`src/rtl/jsilicon_pkg.sv`:
```
// jsilicon_pkg: shared opcode encoding, serializer state codes and UART frame constants.
package jsilicon_pkg;
   typedef enum logic [2:0] {
      OP_ADD = 3'd0,
      OP_SUB = 3'd1,
      OP_MUL = 3'd2,
      OP_AND = 3'd3,
      OP_OR  = 3'd4,
      OP_XOR = 3'd5,
      OP_SHL = 3'd6,
      OP_CMP = 3'd7
   } op_e;
   localparam logic [2:0] ST_IDLE   = 3'd0;
   localparam logic [2:0] ST_START  = 3'd1;
   localparam logic [2:0] ST_DATA   = 3'd2;
   localparam logic [2:0] ST_PARITY = 3'd3;
   localparam logic [2:0] ST_STOP   = 3'd4;
   localparam int UART_DATA_BITS = 8;
endpackage

```
`src/rtl/uart_tx_core.sv`:
```
// uart_tx_core: byte-wide UART transmitter, 8N1 or 8E1 when UART_PARITY_EN is defined.
//   clk, rst_n : clock, asynchronous active-low reset
//   load, data : a byte is offered while load is high; take pulses in the cycle it is consumed
//   tx, busy   : serial line (idle high) and "not IDLE"
// A byte offered during the last STOP cycle starts its START bit on the very next cycle.
module uart_tx_core
   import jsilicon_pkg::*;
#(
   parameter int CLK_DIV = 16
) (
   input  logic       clk,
   input  logic       rst_n,
   input  logic       load,
   input  logic [7:0] data,
   output logic       take,
   output logic       tx,
   output logic       busy
);
   localparam int DW = $clog2(CLK_DIV);
   logic [2:0]    state;
   logic [DW-1:0] div;
   logic [2:0]    bitc;
   logic [7:0]    sh;
   logic          tick;
   assign tick = div == DW'(CLK_DIV - 1);
   assign take = load && (state == ST_IDLE || (state == ST_STOP && tick));
   assign busy = state != ST_IDLE;
`ifdef UART_PARITY_EN
   logic par;
   assign tx = state == ST_START ? 1'b0 : state == ST_DATA ? sh[0] : state == ST_PARITY ? par : 1'b1;
   always_ff @(posedge clk or negedge rst_n)
      if (!rst_n) par <= 1'b0;
      else if (take) par <= ^data;
`else
   assign tx = state == ST_START ? 1'b0 : state == ST_DATA ? sh[0] : 1'b1;
`endif
   always_ff @(posedge clk or negedge rst_n) begin
      if (!rst_n) begin
         state <= ST_IDLE;
         div   <= '0;
         bitc  <= '0;
         sh    <= '0;
      end else if (take) begin
         state <= ST_START;
         div   <= '0;
         sh    <= data;
      end else if (state != ST_IDLE) begin
         div <= tick ? '0 : div + 1'b1;
         if (tick)
            case (state)
               ST_START: begin
                  state <= ST_DATA;
                  bitc  <= '0;
               end
               ST_DATA: begin
                  sh   <= sh >> 1;
                  bitc <= bitc + 1'b1;
`ifdef UART_PARITY_EN
                  if (bitc == 3'(UART_DATA_BITS - 1)) state <= ST_PARITY;
`else
                  if (bitc == 3'(UART_DATA_BITS - 1)) state <= ST_STOP;
`endif
               end
               ST_PARITY: state <= ST_STOP;
               default:   state <= ST_IDLE;
            endcase
      end
   end
endmodule

```
`src/rtl/alu_uart_engine.sv`:
```
// alu_uart_engine: one-cycle ALU feeding a result FIFO that is streamed LSB-byte-first over UART.
//   clk, rst_n          : clock, asynchronous active-low reset
//   start, a, b, opcode : request, accepted when start && ready
//   ready               : FIFO not full (registered)
//   result, result_valid: last result (held), one-cycle pulse the cycle after accept
//   drop_err            : sticky, a start arrived while !ready
//   tx, tx_busy         : UART line and serializer activity
// Optional feature: define UART_PARITY_EN for even parity (8E1) frames.
module alu_uart_engine
   import jsilicon_pkg::*;
#(
   parameter int DATA_W     = 8,
   parameter int CLK_DIV    = 16,
   parameter int FIFO_DEPTH = 4
) (
   input  logic                clk,
   input  logic                rst_n,
   input  logic                start,
   input  logic [DATA_W-1:0]   a,
   input  logic [DATA_W-1:0]   b,
   input  logic [2:0]          opcode,
   output logic                ready,
   output logic [2*DATA_W-1:0] result,
   output logic                result_valid,
   output logic                drop_err,
   output logic                tx,
   output logic                tx_busy
);
   localparam int RES_W = 2 * DATA_W;
   localparam int NB    = RES_W / 8;
   localparam int AW    = $clog2(FIFO_DEPTH);
   localparam int SW    = $clog2(RES_W);
   logic             accept, pop, have, take;
   logic [RES_W-1:0] ax, bx, alu, cur;
   logic [RES_W-1:0] mem [FIFO_DEPTH];
   logic [AW-1:0]    wp, rp;
   logic [AW:0]      cnt, cnt_n;
   logic [2:0]       left;
   assign accept = start && ready;
   assign ax     = RES_W'(a);
   assign bx     = RES_W'(b);
   always_comb begin
      case (op_e'(opcode))
         OP_ADD:  alu = ax + bx;
         OP_SUB:  alu = ax - bx;
         OP_MUL:  alu = ax * bx;
         OP_AND:  alu = ax & bx;
         OP_OR:   alu = ax | bx;
         OP_XOR:  alu = ax ^ bx;
         OP_SHL:  alu = ax << b[SW-1:0];
         default: alu = RES_W'({a > b, a == b, a < b});
      endcase
   end
   // The serializer drains the bytes of the result it holds before popping the next one.
   assign have  = left != 3'd0;
   assign pop   = take && !have;
   assign cnt_n = cnt + (AW+1)'(accept) - (AW+1)'(pop);
   uart_tx_core #(.CLK_DIV(CLK_DIV)) u_tx (
      .clk   (clk),
      .rst_n (rst_n),
      .load  (have || cnt != '0),
      .data  (have ? cur[7:0] : mem[rp][7:0]),
      .take  (take),
      .tx    (tx),
      .busy  (tx_busy)
   );
   always_ff @(posedge clk)
      if (accept) mem[wp] <= alu;
   always_ff @(posedge clk or negedge rst_n) begin
      if (!rst_n) begin
         result       <= '0;
         result_valid <= 1'b0;
         drop_err     <= 1'b0;
         ready        <= 1'b1;
         cnt          <= '0;
         wp           <= '0;
         rp           <= '0;
         cur          <= '0;
         left         <= '0;
      end else begin
         result_valid <= accept;
         if (accept) result <= alu;
         drop_err <= drop_err | (start & ~ready);
         wp       <= wp + AW'(accept);
         rp       <= rp + AW'(pop);
         cnt      <= cnt_n;
         ready    <= cnt_n != (AW+1)'(FIFO_DEPTH);
         if (take) begin
            cur  <= have ? cur >> 8 : mem[rp] >> 8;
            left <= have ? left - 3'd1 : 3'(NB - 1);
         end
      end
   end
endmodule

```
`config.mk`:
```
export PLATFORM = sky130hd
export DESIGN_NAME = alu_uart_engine
export DESIGN_NICKNAME = d
export VERILOG_FILES = /design/src/rtl/jsilicon_pkg.sv /design/src/rtl/uart_tx_core.sv /design/src/rtl/alu_uart_engine.sv
export SDC_FILE = /design/constraint.sdc
export NUM_CORES = 1
export LEC_CHECK = 0
export CAP_MARGIN = 15
export CORE_ASPECT_RATIO = 1.2
export CORE_MARGIN = 2
export CORE_UTILIZATION = 50
export DETAILED_ROUTE_END_ITERATION = 10
export HOLD_SLACK_MARGIN = 0.12
export PLACE_DENSITY = 0.82
export SLEW_MARGIN = 20
export SYNTH_ARGS = -nofsm -noshare
export SYNTH_HDL_FRONTEND = slang
export SYNTH_SLANG_ARGS = --single-unit
```
`constraint.sdc`:
```
create_clock -name clk -period 3 [get_ports clk]
set_clock_uncertainty 0.05 [all_clocks]
set_input_delay 0.6 -clock clk [delete_from_list [all_inputs] [get_ports clk]]
set_output_delay 0.6 -clock clk [all_outputs]
set_load 0.01 [all_outputs]
```
==> impl_metrics.yaml <==
power_and_ir_drop:
  fin_total_pwr_mw: 9.31
  p_clk_share_pct: 23.3
  comb_power_share_pct: 48.6
  p_int_mw: 5.94
  p_leak_nw: 5.26
  ir_drop_uv: 385
  pwr_density_cell_mw_per_mm2: 773
  switchingPower_mw: 3.38
  swShare_pct: 36.3
  power.share.sequential_pct: 28.1
timing:
  drv_slew: 0
  period_minus_slack_ns: 4.38
  setup_ws_ns: -1.38
  relSlewSlack_pct: 42.2
  max_freq_ghz: 0.228
  finalCritPeriodShare_pct: 146
  finalHoldViolCount: 0
  worst_slew_pin_slew_ns: 0.859
  hold_ws_ns: 0.405
  rsz0062_at_grt: "true"
  setup_viol: 65
setup_path:
  crit_required_ns: 3.09
  start_kind: "input port"
  ff2ff_path_depth: 14
  r2r_start: "left[0]"
  crit_start: "a[4]"
  r2r_slack_ns: 0.17
  reg2reg_to: "ready"
  setup.worst_path.end_class: "flop"
  crit_type: "input port to flop"
  cp_max_fo: 6
  endpoint: "mem[1][15]"
  crit_arrival_ns: 4.47
synth:
  synth-seq-cells: 119
  synth_area_mm2: 0.00870
  synth_top_area_cell: "edfxtp_1"
  yosysUniqueCellTypes: 70
  synth_cells: 848
  synthTopCellsByCount: "inv_1 (92), nor2_1 (87), nand2_1 (78), ha_1 (70), edfxtp_1 (64)"
  yosys_most_used_dff: "edfxtp_1"
  synthTopCellsByArea: "edfxtp_1 (22%), dfrtp_1 (16%), ha_1 (10%)"
  ys_warn_count: 0
  synthArstFlopShare_pct: 46.2
  synth.area.mux_share_pct: 9.99
  synthAdderAreaFrac_pct: 19.1
  synth_compound_area_share_pct: 11.4
  synth_top_area_share_pct: 22.1
  synth_most_common_cell: "inv_1"
  synth_top_family_by_area: "adder cells"
  avgSynthCellArea_um2: 10.3
  yosys.area_share.simple_pct: 14.1
  synth_seq_area_share_pct: 37.9
  synth_edf_count: 64
  synth_xor_area_share_pct: 1.61
  mappedNetlistNets: 979
floorplanning:
  start_util_pct: 51.2
  rows: 52
  dieWidth_um: 124
  dieArea_mm2: 0.0185
  core_mm2: 0.0170
  io_pins: 43
  die_h_um: 148
finish:
  nNetsFinal: 1179
  fillers: 1074
  regArea_mm2: 0.00330
  drive_gt1_share_pct: 38.3
  syn2layout_area_growth_pct: 38.5
  multi_input_area_mm2: 0.00554
  n_antenna_cell: 0
clocking:
  insertion_delay_ns: 0.42
  clockRootBuffer: "clkbuf_16"
  cts_sinks: 119
  cts_tree: "done"
  numCtsBuffers: 17
  htree_levels: 4
  cts_max_path_buffers: 2
  clkTransAtPathRegs_ns: 0.06
route:
  drc: 0
  drt-wirelength-per-cell_um: 19.5
  wirelength_um: 24900
  drt_pass1_iterations: 5
  ant_nets: 0
  drt_iter0_drc: 743
  avgViaCountPerCell: 5.84
  vias: 7455
run_status:
  outcome: "finished, violations left"
  violations: "negative setup slack"
grt:
  overflow: 0
  grt_pass1_wl_um: 39200
  grt_max_degree: 40
  grt_antenna_before_repair: 0
  track_usage_pct: 27.0
  first_global_vias: 7798
placement:
  portBuffers: 42
  gp_congestion: 0.937
  place_hpwl_um: 16900
hold_path:
  hold_class: "flop to flop"
  min_path_cells: 1
flow_run:
  cap_violations: 0
[area by class of cell]
class                   count  area share, %
well taps                 216           2.24
flip-flops and latches    119           27.4
inverters                  94           3.42
repair buffers            220           15.7
clock inverters            13           1.62
multi-input cells         596           46.0
clock buffers              19           3.68
[placed cells by master, fill, tap and decap left out, drive strengths merged, types with 6 or more instances in the layout]
cell type and count:
a31oi 11, clkbuf 22, clkdlybuf4s50 25, nand3b 8
o21ai 39, nand2 78, a211oi 8, clkinvlp 10
edfxtp 64, a22oi 8, xor2 8, a21oi 39
mux2i 17, a21o 8, nor3b 6, dfrtp 54
xnor2 8, nor3 15, inv 89, mux4 21
ha 70, mux2 19, nand3 17, buf 191
nor2 87, o211ai 7, fa 39, nor2b 6
nand2b 12
[per-stage QoR]
stage,area [um2],setup WS [ns],utilization (%),setup TNS [ns],cells
final,12000,-1.38,70.9,-68.21,1277
after global routing,12000,-1.45,70.9,-74.86,1277
after CTS,11700,-1.23,68.9,-61.31,1266
after detailed placement,10500,-2.24,61.8,-134.30,1200
after global placement,10500,-2.13,61.8,-128.30,1200
after floorplan,9060,-1.47,-,-67.03,848
[worst min-delay path by stage]
stage,start,to,slack (ns)
floorplan,rst_n,cnt[0],0.25
global placement,drop_err,drop_err,0.39
detailed placement,drop_err,drop_err,0.40
CTS,drop_err,drop_err,0.41
global route,drop_err,drop_err,0.45
finish,drop_err,drop_err,0.41
[power by group through the flow]
stage          logic, mW  clock network [mW]  registers [mW]
3_5_place_dp        3.61                   0            2.62
4_1_cts             4.02                2.19            2.61
2_1_floorplan       2.50                   0            2.49
3_3_place_gp        3.51                   0            2.58
6_report            4.52                2.17            2.62
5_1_grt             4.88                2.27            2.67
[cell families after synthesis]
kind of cell / count (synthesis)
DFF: 119
buffers and inverters: 133
xor gates and xnor gates: 16
and+or+nand+nor: 260
adders and majority gates: 109
muxes: 57
AOI/OAI and AO/OA: 154
[layer usage]
metal | global-route usage (%) | part of all wire [%] | vias to the layer above
met4 | 16.5 | 6.5 | 0
met2 | 48.9 | 53 | 295
met3 | 4.17 | 4.1 | 121
met5 | 0 | 0 | -
met1 | 29.9 | 36 | 3655
li1 | - | - | 3384
[registers in the layout, summed over array words and instances (netlist names)]
register / cells
drop_err: 1
u_tx.sh: 8
cur: 8
result: 16
result_valid: 1
ready: 1
rp: 2
left: 3
u_tx.bitc: 3
mem: 64
u_tx.state: 3
wp: 2
u_tx.div: 4
cnt: 3
[repair_timing]
action | CTS | global route
gates resized for setup | 157 | 75
hold buffers | 1 | 0
setup endpoints to repair | 75 | 67
buffers inserted | 33 | 15
pin swaps | 61 | 52
hold endpoints to repair | 8 | 0
[critical path, stage by stage]
cell      delay, ns
buf_6          0.11
nand2_2        0.07
fa_1           0.52
fa_1           0.59
inv_2          0.06
fa_1           0.55
inv_2          0.04
fa_1           0.48
inv_2          0.04
ha_4           0.24
a21oi_4        0.16
o211ai_1       0.17
a2111o_1       0.44
a21oi_2        0.15
nand3b_1       0.15
nand2_2        0.09
Note: power is estimated with default switching activity, not from simulation.
